===== src/rtl/enff_write_arbiter_if.sv =====
// enff_write_arbiter_if
// Bundles the requester side and the flip-flop bank side of the write arbiter.
//   REQ  [NREQ]        per-requester write request (level)
//   DIN  [NREQ*WIDTH]  per-requester write data, DIN[i*WIDTH +: WIDTH] = requester i
//   GNT  [NREQ]        one-hot grant, zero when idle
//   D    [WIDTH]       registered data to the bank's D inputs
//   EN                 one-cycle write enable to the bank's En inputs
//   BUSY               high whenever the arbiter is not idle
// master: requesters/bank side (drives REQ/DIN); slave: the arbiter.
interface enff_write_arbiter_if #(
  parameter int NREQ  = 4,
  parameter int WIDTH = 8
);
  logic [NREQ-1:0]       REQ;
  logic [NREQ*WIDTH-1:0] DIN;
  logic [NREQ-1:0]       GNT;
  logic [WIDTH-1:0]      D;
  logic                  EN;
  logic                  BUSY;

  modport master (output REQ, DIN, input GNT, D, EN, BUSY);
  modport slave  (input REQ, DIN, output GNT, D, EN, BUSY);
endinterface


===== src/rtl/enff_write_arbiter.sv =====
// enff_write_arbiter
// Shares one bank of enable flip-flops between NREQ requesters. In IDLE the winning requester's
// data is captured into D and EN pulses for one cycle (WRITE); the grant is then held for HOLD
// guard cycles with EN low (GUARD) before returning to IDLE. All outputs are registered.
// Ports:
//   CLK  rising-edge clock, shared with the flip-flop bank
//   RST  synchronous reset, active-high
//   bus  enff_write_arbiter_if.slave (REQ, DIN in; GNT, D, EN, BUSY out)
// Build option:
//   ENFF_ARB_FIXED_PRIO_EN  defined: fixed priority, requester 0 highest, no rotation pointer.
//                           undefined (default): round-robin starting at the pointer.
module enff_write_arbiter #(
  parameter int NREQ  = 4,
  parameter int WIDTH = 8,
  parameter int HOLD  = 2
) (
  input logic              CLK,
  input logic              RST,
  enff_write_arbiter_if.slave bus
);
  localparam int IW = $clog2(NREQ);
  localparam logic [3:0] GUARD_LOAD = (HOLD > 0) ? 4'(HOLD - 1) : 4'd0;

  generate
    if (NREQ < 2 || WIDTH < 1 || HOLD < 0 || HOLD > 15) begin : g_param_check
      $error("enff_write_arbiter: illegal parameters (NREQ>=2, WIDTH>=1, HOLD in 0..15)");
    end
  endgenerate

  typedef enum logic [1:0] {IDLE, WRITE, GUARD} state_t;

  state_t           state_reg, state_next;
  logic [NREQ-1:0]  gnt_reg, gnt_next;
  logic [WIDTH-1:0] d_reg, d_next;
  logic             en_reg, en_next;
  logic             busy_reg, busy_next;
  logic [3:0]       cnt_reg, cnt_next;

  logic [NREQ-1:0]  req_pick;
  logic [IW-1:0]    win_idx;
  logic [WIDTH-1:0] din_arr [NREQ];

  generate
    for (genvar gi = 0; gi < NREQ; gi++) begin : g_din
      assign din_arr[gi] = bus.DIN[gi*WIDTH +: WIDTH];
    end
  endgenerate

`ifndef ENFF_ARB_FIXED_PRIO_EN
  logic [IW-1:0]   ptr_reg, ptr_next;
  logic [IW-1:0]   win_reg, win_next;
  logic [NREQ-1:0] req_masked;

  // Requests at or above the pointer take precedence; if none, wrap to the full vector.
  // A lowest-index search over this choice equals a circular search starting at the pointer.
  generate
    for (genvar gi = 0; gi < NREQ; gi++) begin : g_mask
      assign req_masked[gi] = bus.REQ[gi] & (IW'(gi) >= ptr_reg);
    end
  endgenerate
  assign req_pick = (req_masked != '0) ? req_masked : bus.REQ;
`else
  assign req_pick = bus.REQ;
`endif

  // Lowest-index set bit of req_pick.
  always_comb begin
    win_idx = '0;
    for (int i = NREQ - 1; i >= 0; i--) begin
      if (req_pick[i]) win_idx = IW'(i);
    end
  end

  always_ff @(posedge CLK) begin
    if (RST) begin
      state_reg <= IDLE;
      gnt_reg   <= '0;
      d_reg     <= '0;
      en_reg    <= 1'b0;
      busy_reg  <= 1'b0;
      cnt_reg   <= '0;
`ifndef ENFF_ARB_FIXED_PRIO_EN
      ptr_reg   <= '0;
      win_reg   <= '0;
`endif
    end else begin
      state_reg <= state_next;
      gnt_reg   <= gnt_next;
      d_reg     <= d_next;
      en_reg    <= en_next;
      busy_reg  <= busy_next;
      cnt_reg   <= cnt_next;
`ifndef ENFF_ARB_FIXED_PRIO_EN
      ptr_reg   <= ptr_next;
      win_reg   <= win_next;
`endif
    end
  end

  always_comb begin
    state_next = state_reg;
    gnt_next   = gnt_reg;
    d_next     = d_reg;
    en_next    = 1'b0;
    busy_next  = busy_reg;
    cnt_next   = cnt_reg;
`ifndef ENFF_ARB_FIXED_PRIO_EN
    ptr_next   = ptr_reg;
    win_next   = win_reg;
`endif
    case (state_reg)
      IDLE: begin
        if (bus.REQ != '0) begin
          gnt_next   = NREQ'(1) << win_idx;
          d_next     = din_arr[win_idx];
          en_next    = 1'b1;
          busy_next  = 1'b1;
          state_next = WRITE;
`ifndef ENFF_ARB_FIXED_PRIO_EN
          win_next   = win_idx;
`endif
        end
      end
      WRITE: begin
`ifndef ENFF_ARB_FIXED_PRIO_EN
        ptr_next = (win_reg == IW'(NREQ - 1)) ? '0 : win_reg + IW'(1);
`endif
        if (HOLD == 0) begin
          gnt_next   = '0;
          busy_next  = 1'b0;
          state_next = IDLE;
        end else begin
          cnt_next   = GUARD_LOAD;
          state_next = GUARD;
        end
      end
      GUARD: begin
        if (cnt_reg == 4'd0) begin
          gnt_next   = '0;
          busy_next  = 1'b0;
          state_next = IDLE;
        end else begin
          cnt_next = cnt_reg - 4'd1;
        end
      end
      default: begin
        gnt_next   = '0;
        busy_next  = 1'b0;
        state_next = IDLE;
      end
    endcase
  end

  assign bus.GNT  = gnt_reg;
  assign bus.D    = d_reg;
  assign bus.EN   = en_reg;
  assign bus.BUSY = busy_reg;
endmodule


===== src/flat_wrapper.sv =====
// flat-port wrapper written by rule: the top's interface ports become plain ports
module enff_write_arbiter_flat 
#(
  parameter int NREQ  = 4,
  parameter int WIDTH = 8,
  parameter int HOLD  = 2
)
  (CLK, RST, bus_REQ, bus_DIN, bus_GNT, bus_D, bus_EN, bus_BUSY);
  enff_write_arbiter_if #(.NREQ(NREQ), .WIDTH(WIDTH)) bus_i ();
  input logic CLK;
  input logic RST;
  input wire logic [$bits(bus_i.REQ)-1:0] bus_REQ;
  input wire logic [$bits(bus_i.DIN)-1:0] bus_DIN;
  output wire logic [$bits(bus_i.GNT)-1:0] bus_GNT;
  output wire logic [$bits(bus_i.D)-1:0] bus_D;
  output wire logic [$bits(bus_i.EN)-1:0] bus_EN;
  output wire logic [$bits(bus_i.BUSY)-1:0] bus_BUSY;
  assign bus_i.REQ = bus_REQ;
  assign bus_i.DIN = bus_DIN;
  assign bus_GNT = bus_i.GNT;
  assign bus_D = bus_i.D;
  assign bus_EN = bus_i.EN;
  assign bus_BUSY = bus_i.BUSY;
  enff_write_arbiter #(.NREQ(NREQ), .WIDTH(WIDTH), .HOLD(HOLD)) u_core (.CLK(CLK), .RST(RST), .bus(bus_i));
endmodule

===== config.mk =====
export PLATFORM = sky130hd
export DESIGN_NAME = enff_write_arbiter_flat
export DESIGN_NICKNAME = d
export VERILOG_FILES = /design/src/rtl/enff_write_arbiter_if.sv /design/src/rtl/enff_write_arbiter.sv /design/src/flat_wrapper.sv
export SDC_FILE = /design/constraint.sdc
export NUM_CORES = 1
export LEC_CHECK = 0
export ABC_AREA = 1
export BUFFER_PORTS_ARGS = -buffer_cell sky130_fd_sc_hd__buf_2
export CAP_MARGIN = 20
export CORE_MARGIN = 3
export CORE_UTILIZATION = 25
export DETAILED_ROUTE_END_ITERATION = 8
export PLACE_DENSITY_LB_ADDON = 0.15
export SLEW_MARGIN = 10
export SYNTH_ARGS = -nofsm -noshare
export SYNTH_HDL_FRONTEND = slang
export SYNTH_SLANG_ARGS = --single-unit

===== constraint.sdc =====
create_clock -name CLK -period 2.1 [get_ports CLK]
set_input_delay 0 -clock CLK [delete_from_list [all_inputs] [get_ports CLK]]
set_output_delay 0 -clock CLK [all_outputs]
set_load 0.01 [all_outputs]

# Yosys cells after proc, flatten, opt, wreduce, memory -nomap -nowiden
# Cells that the tools add are included.
[word_totals]
regBits = 24
out_inout_bits = 14
[classes]
add_sub_neg = 2
n_lt_le_gt_ge = 5
n_eq_ne = 6
n_shift = 1
mux = 21
bitwise_logic = 7
n_reduce_logical = 10
[ops]
columns = ["op", "n"]
rows = [
  ["binary-select mux 8 bit (select 2 bit)", 1],
  ["two-way mux 4 bit", 4],
  ["two-way mux 8 bit", 2],
  ["two-way mux 2 bit", 7],
  ["one-hot mux 4 bit (3 select lines)", 1],
  ["one-hot mux 4 bit (2 select lines)", 1],
  ["nonzero test 4 bit", 2],
  ["one-hot mux 2 bit (3 select lines)", 1],
  ["AND reduction 2 bit", 3],
  ["AND 1 bit", 4],
  ["equality test 2 bit, second input constant", 2],
  [">= comparator 1 x 2 -> 1 bit, first input constant", 2],
  [">= comparator 2 bit, first input constant", 2],
  ["logical NOT 4 bit", 1],
  ["!= test 2 x 1 -> 1 bit, second input constant", 2],
  ["left shift 1 x 2 -> 4 bit, first input constant", 1],
  ["subtractor 4 x 1 -> 4 bit, second input constant", 1],
  [">= comparator 3 bit, second input constant", 1],
  ["two-way mux 1 bit", 3],
  ["NOT 2 -> 3 bit", 1],
  ["one-hot mux 1 bit (3 select lines)", 1],
  ["AND reduction 3 bit", 1],
  ["adder 2 x 1 -> 2 bit, second input constant", 1],
  ["equality test 2 x 1 -> 1 bit, second input constant", 1],
  ["other kinds (5)", 6],
]

# Logic depth before layout (Yosys ltp)
# Gate-level depths: netlist of the first run.
[depth]
depth_word = 12
mapped_depth = 12
depth_no_buf = 11

# Worst setup path after synthesis of the first run
# Ideal clock, no wire load.
[synth_timing]
kind = "register to register"
startpoint = "reg u_core.cnt_reg[0] (netlist name)"
endpoint = "reg u_core.d_reg[0], in the netlist u_core.bus.D[0]"
setup_time_ns = 0.115
arrival_time_ns = 1.418
slack_ns = 0.568
stages_incl_launch_ff = 13
path_cell_list = "dfxtp_1 -> inv_1 -> ha_1 -> nand3_1 -> nand3_2 -> inv_2 -> nor2_8 -> nand2_4 -> nor3_4 -> buf_6 -> nand2_1 -> nor2_1 -> nor2_1"
[synth_lines]
columns = ["item", "line_no", "source"]
rows = [
  ["end signal: assignment", "enff_write_arbiter.sv:89", "d_reg <= d_next;"],
  ["end: declaration", "enff_write_arbiter.sv:34", "logic [WIDTH-1:0] d_reg, d_next;"],
]

# Final worst setup path of the first run
[layout_timing]
startpoint = "reg u_core.ptr_reg[1]"
endpoint = "reg u_core.d_reg[1], in the netlist u_core.bus.D[1]"
[layout_between]
elab_chain_len = 12
[layout_rtl]
columns = ["item", "line_no", "source"]
rows = [
  ["start: declaration", "enff_write_arbiter.sv:50", "logic [IW-1:0] ptr_reg, ptr_next;"],
  ["start signal: assignment", "enff_write_arbiter.sv:94", "ptr_reg <= ptr_next;"],
  [">= comparator 1 x 2 -> 1 bit / >= comparator 2 bit (equally long branches)", "enff_write_arbiter.sv:58", "assign req_masked[gi] = bus.REQ[gi] & (IW'(gi) >= ptr_reg);"],
  ["AND 1 bit", "enff_write_arbiter.sv:58", ""],
  ["nonzero test 4 bit", "enff_write_arbiter.sv:61", "assign req_pick = (req_masked != '0) ? req_masked : bus.REQ;"],
  ["two-way mux 4 bit *", "enff_write_arbiter.sv:61", ""],
  ["two-way mux 2 bit (3 in a row)", "enff_write_arbiter.sv:70", "if (req_pick[i]) win_idx = IW'(i);"],
  ["two-way mux 2 bit *", "enff_write_arbiter.sv:70", ""],
  ["NOT 2 -> 3 bit (not written as such) *", "enff_write_arbiter.sv:115", "d_next = din_arr[win_idx];"],
  ["binary-select mux 8 bit (select 2 bit) *", "enff_write_arbiter.sv:115", ""],
  ["two-way mux 8 bit (not written as such) * (2 in a row)", "enff_write_arbiter.sv:115", ""],
]
# Mark *: on every way between the ends. The rest lies on a longest branch, timed or not. The select of a mux whose other input is x is not followed.
# A chain may end at the register's enable or synchronous reset.

==> results of run 1 <==
worst max-delay path, delay by kind of cell, from the launching register on:
| family | cells | cell delay, ns |
|---|---|---|
| simple gates | 9 | 1.32 |
| flops | 1 | 0.33 |
| buf+inv | 1 | 0.10 |
report_power, final:
part	internal (mW)	switching (mW)	total [mW]	leakage, nW
combinational	0.334	0.522	0.857	0.605
sequential	0.586	0.0762	0.662	0.198
clock	0.255	0.160	0.415	0.0357
synthesized netlist by cell type, types with 2 or more instances:
library cell and instances:
nand3_1 30, nand2_1 29, dfxtp_1 24, nand4_1 22, nor2_1 21, inv_1 14
o21ai_1 12, a21oi_1 8, o21ai_0 4, buf_2 3, buf_6 3, a21oi_2 2
buf_4 2, ha_1 2, inv_2 2, nand2_2 2, nand3_2 2
metal layers:
layer  GRT usage, %  up-vias
met5              0        -
met4           3.09        0
met3           2.37        2
met2           18.7       28
met1           18.4      625
li1               -      753
through the flow:
step | hold WS, ns | util, % | cells | power [mW]
after floorplan | 0.0691 | - | 190 | 1.29
after global placement | 0.257 | 32.2 | 305 | 1.53
after detailed placement | 0.259 | 32.2 | 305 | 1.53
after CTS | 0.0549 | 33.7 | 310 | 1.95
after global routing | 0.0734 | 33.9 | 310 | 2.11
final | 0.0559 | 33.9 | 310 | 1.93
repair_timing:
item	4_1_cts	5_1_grt
hold buffers	1	0
resized for setup	0	2
setup buffers	0	0
hold endpoints to repair	5	0
setup endpoints to repair	0	2
worst paths after layout:
check,end,slack [ns],cells past startpoint
max,u_core.bus.D[1],0.24,10
min,u_core.bus.D[5],0.06,5
max reg2reg,u_core.bus.D[1],0.24,10
min reg2reg,u_core.cnt_reg[3],0.46,2
area by class of cell:
| cell class | instances | area (µm²) | share of cell area, % |
|---|---|---|---|
| multi-input cells | 141 | 753 | 43.0 |
| flip-flops and latches | 24 | 480 | 27.4 |
| repair buffers | 55 | 300 | 17.1 |
| well taps | 70 | 87.6 | 5.00 |
| inverters | 16 | 60.1 | 3.43 |
| clock buffers | 3 | 41.3 | 2.36 |
| clock inverters | 1 | 30.0 | 1.71 |
kinds of logic after synthesis:
| family | after synthesis | synth area share, % |
|---|---|---|
| AO/OA/AOI/OAI | 26 | 10.2 |
| XOR/XNOR | 1 | 0.647 |
| adder cells (fa/ha/maj) | 2 | 1.85 |
| buffers and inverters | 25 | 9.43 |
| flip-flops | 24 | 35.5 |
| AND/OR/NAND/NOR | 112 | 42.4 |
==> impl_results.md, run 1 <==
* Run status: completed
* Clk_lat worst skew at 0.27 ns
* EDFF count, synth at 0
* Required @ worst endpoint at 2.27 ns
* Worst hold path class: input pin to register
* Die ar. at 0.00633 mm²
* Final Hold Viols at 0
* Antenna diode count at 0
* Commonest non-fill, non-tap cell in the layout: buf_2
* Most frequent cells in the layout: buf_2, nand3_1, nand2_1
* Maximum fanout along the worst path at 11
* Gr usage total at 12.6%
* Gpl congestion at 0.756
* First-pass GRT wire length at 6.28 mm
* Max Clock Skew at 0.00215 ns
* Fillers at 572
* Tmin final at 1.86 ns
* Nets at 281
* Chip height at 79.6 µm
* Top Ports at 52
* CP peak stage delay at 0.33 ns
* CP Class: register to register
* Predominant post-synthesis flop cell: dfxtp_1
* DR top layer: met4
* Final setup vio count at 0
* Slew margin rel. at 64.1%
* Hold path start: bus_DIN[5]
* Synth async-reset ratio at 0%
* Critical Path, Cell by Cell: inv_1 > nand2_1 > nand3_1 > nand2_1 > nand2_1 > nand3_2 > nand3_1 > nand3_1 > nor2_1 > nor2_1
* Via count at 1,408
* DRC viols at 0
* Routed WL per cell at 12.2 µm
* Synthesized flop and latch total at 24
* Fin crit share at 88.4%
* Vias/cell at 4.54
* Crit path max-delay cell type: dfxtp_1
* Mapped cell area at 0.00135 mm²
* Worst Setup Start Kind: register
* Total gr overflow at 0
* Lkg Pwr at 0.838 nW
* Mapped Cells at 190
* Syn Nets at 230
* DP Worst Slack at 0.276 ns
* DRT met1 WL at 1.99 mm
* Total core area at 0.00517 mm²
* Area growth from synthesis to layout at 29.5%
* Post-Route Setup TNS at 0 ns
* First-pass iteration count of the detailed router at 4
* WL met2 at 1.65 mm
* Pwr dens at 1100 mW/mm²
* Port Buf Inserts at 51
* Synth cell types at 25
* CTS Buf Count at 3
* DIE WIDTH at 79.6 µm
* Yosys top cell by area: dfxtp_1
* Synth top area share at 35.5%
* HPWL Detailed at 2.89 mm
* Clock transition at the registers of the reported paths at 0.09 ns
* Ranking of synthesized cells by area: dfxtp_1, nand3_1, nand4_1, nand2_1, nor2_1
* CTS H-tree lvls at 1
* Iter 0 DRT Violations at 73
* Final instance area at 0.00175 mm²
* Nature of the critical path endpoint: register
* Row Count at 26
* Syn_area_per_cell at 7.13 µm²
* Initial Util at 26.2%
* Max-cap viol count at 0
* R2R Path Start: u_core.ptr_reg[1]
* Seq/Total Area, Yosys at 35.5%
* Vias in the first global route at 1,327
* YS warnings at 0
* DP Area at 0.00166 mm²
* Post-Route WL at 3.79 mm
* Max reg flops at 8
* Layout cell share with drive strength beyond 1 at 30.0%
* Worst Slack Setup Final at 0.245 ns
* Launch point of the worst path: u_core.ptr_reg[1]
* Fmax at 539 MHz
* Worst VDD drop at 0.000389 V
* Final Max Slew Viols at 0
* CTS sink count at 24
* Met3 WL at 138 µm
* Root Buffer: clkbuf_8
* Initial antenna violation count at 0
* Max clock buf depth at 2
* TritonCTS clock tree: built
* RSZ-0062 raised after global routing: true
* Worst Tran Pin Value at 0.538 ns
* DRT antenna net count at 0
* Arr. time, crit path at 2.03 ns
* Largest net degree at the start of global routing at 22
Power figures use the tool's default switching activity.
==> run 2: changes to the inputs <==
CORE_ASPECT_RATIO = 0.7   (was default)
==> run 2 against run 1 <==
Effect of this change:
- total power decreased by 1.5%
- final cell count rose by 1.9%
- utilization is 1.6 points higher
==> impl_results.md, run 2 (synthesis results as in run 1) <==
* Worst Path Buf+Inv at 5
* Final setup vio count at 0
* Vias in the first global route at 1,388
* CP Class: register to register
* TritonCTS clock tree: built
* Final Hold Viols at 0
* Area growth from synthesis to layout at 31.0%
* CTS sink count at 24
* CTS H-tree lvls at 1
* Max reg flops at 8
* Fillers at 582
* RSZ-0062 raised after global routing: false
* Lkg Pwr at 0.860 nW
* Nature of the critical path endpoint: register
* DRT antenna net count at 0
* First-pass GRT wire length at 6.51 mm
* Max Clock Skew at 0.00209 ns
* Most frequent cells in the layout: buf_2, nand3_1, nand2_1
* Largest net degree at the start of global routing at 19
* Clk_lat worst skew at 0.26 ns
* Chip height at 67.6 µm
* Clock transition at the registers of the reported paths at 0.08 ns
* Worst hold path class: input pin to register
* Nets at 288
* HPWL Detailed at 3.03 mm
* DP Worst Slack at 0.199 ns
* Max clock buf depth at 2
* Top Ports at 52
* Row Count at 21
* Pwr dens at 1070 mW/mm²
* Worst Setup Start Kind: register
* Max-cap viol count at 0
* Fin crit share at 89.4%
* Top delay family on crit path: buffers and inverters
* Vias/cell at 4.61
* Die ar. at 0.00635 mm²
* Initial Util at 27.1%
* Final Max Slew Viols at 0
* Post-Route Setup TNS at 0 ns
* Worst VDD drop at 0.000447 V
* Layout cell share with drive strength beyond 1 at 31.6%
* Tmin final at 1.88 ns
* CTS Buf Count at 3
* Final Instance Count excl. Fillers at 316
* Commonest non-fill, non-tap cell in the layout: buf_2
* First-pass iteration count of the detailed router at 4
* Initial antenna violation count at 0
* Worst Slack Setup Final at 0.222 ns
* Crit-path most repeated cell: buf_4
* DRC viols at 0
* Root Buffer: clkbuf_8
* Gpl congestion at 0.774
* Antenna diode count at 0
* Fmax at 532 MHz
* Post-Route WL at 3.86 mm
* Maximum fanout along the worst path at 8
* Total core area at 0.00499 mm²
* DIE WIDTH at 94.0 µm
* Total gr overflow at 0
* Routed WL per cell at 12.2 µm
* Iter 0 DRT Violations at 50
* Required @ worst endpoint at 2.30 ns
* Run status: completed
* Slew margin rel. at 49.1%
* Port Buf Inserts at 51
* CP peak stage delay at 0.30 ns
* Cells after DPL at 306
* Via count at 1,456
* Crit path max-delay cell type: dfxtp_1
* Gr usage total at 13.1%
* Critical Path, Cell by Cell: inv_1 > ha_1 > nand3_1 > nand3_2 > inv_2 > nor2_8 > nand2_4 > nor3_4 > buf_4 > buf_6 > buf_4 > o21ai_1 > a21oi_2
* Worst Tran Pin Value at 0.761 ns
* Arr. time, crit path at 2.08 ns
run 2: changes by cell type in the layout (fill, tap and decap cells not counted), sizes merged:
cell,before,now
bufinv,1,0
buf,54,61
clkbuf,3,4
run 2: metal layers:
| metal | track usage [%] | part of all wire (%) | vias up |
|---|---|---|---|
| met5 | 0 | 0 | - |
| met4 | 2.16 | 0.47 | 0 |
| met3 | 3.34 | 6.3 | 2 |
| met2 | 19.8 | 43 | 44 |
| met1 | 19.0 | 50 | 636 |
| li1 | - | - | 774 |
run 2: worst paths after layout:
| kind | to | startpoint | slack (ns) | cells after the start |
|---|---|---|---|---|
| setup / recovery | u_core.win_reg[1] | u_core.cnt_reg[0] | 0.22 | 13 |
| hold / removal | u_core.bus.D[3] | bus_DIN[19] | 0.07 | 5 |
| hold reg to reg | u_core.cnt_reg[3] | u_core.cnt_reg[3] | 0.47 | 2 |
| setup reg to reg | u_core.win_reg[1] | u_core.cnt_reg[0] | 0.22 | 13 |
run 2: final cells by class:
cell class	count	area [µm²]	area share, %
multi-input combinational	141	746	42.1
sequential	24	480	27.1
inverter	16	60.1	3.39
tap	69	86.3	4.87
clock buffer	4	55.1	3.11
timing repair buffer	62	345	19.5
run 2: timing repair:
action | 4_1_cts | 5_1_grt
hold buffers | 1 | 0
gates resized for setup | 0 | 2
endpoints found under the setup margin | 0 | 5
buffers inserted | 0 | 4
endpoints found under the hold margin | 5 | 0
run 2: power breakdown:
part           total (mW)  leakage (nW)  internal, mW  switching, mW
logic               0.928         0.633         0.395          0.533
clock network       0.312        0.0288         0.167          0.145
registers           0.665         0.198         0.586         0.0790
total                1.91         0.860          1.15          0.757
run 2: stage by stage:
| stage | util (%) | total power [mW] | area, µm² | hold WS, ns |
|---|---|---|---|---|
| final | 35.5 | 1.91 | 1770 | 0.0746 |
| after detailed placement | 33.4 | 1.52 | 1670 | 0.254 |
| after global routing | 35.5 | 2.08 | 1770 | 0.126 |
| after global placement | 33.4 | 1.52 | 1670 | 0.250 |
| after CTS | 34.7 | 1.83 | 1730 | 0.0732 |
| after floorplan | - | 1.29 | 1350 | 0.0691 |
run 2: worst min-delay path, stage by stage:
cell and delay (ns):
buf_2 0.08, nand3_1 0.06, nand2_1 0.06, nor2_1 0.04, nor2_1 0.06
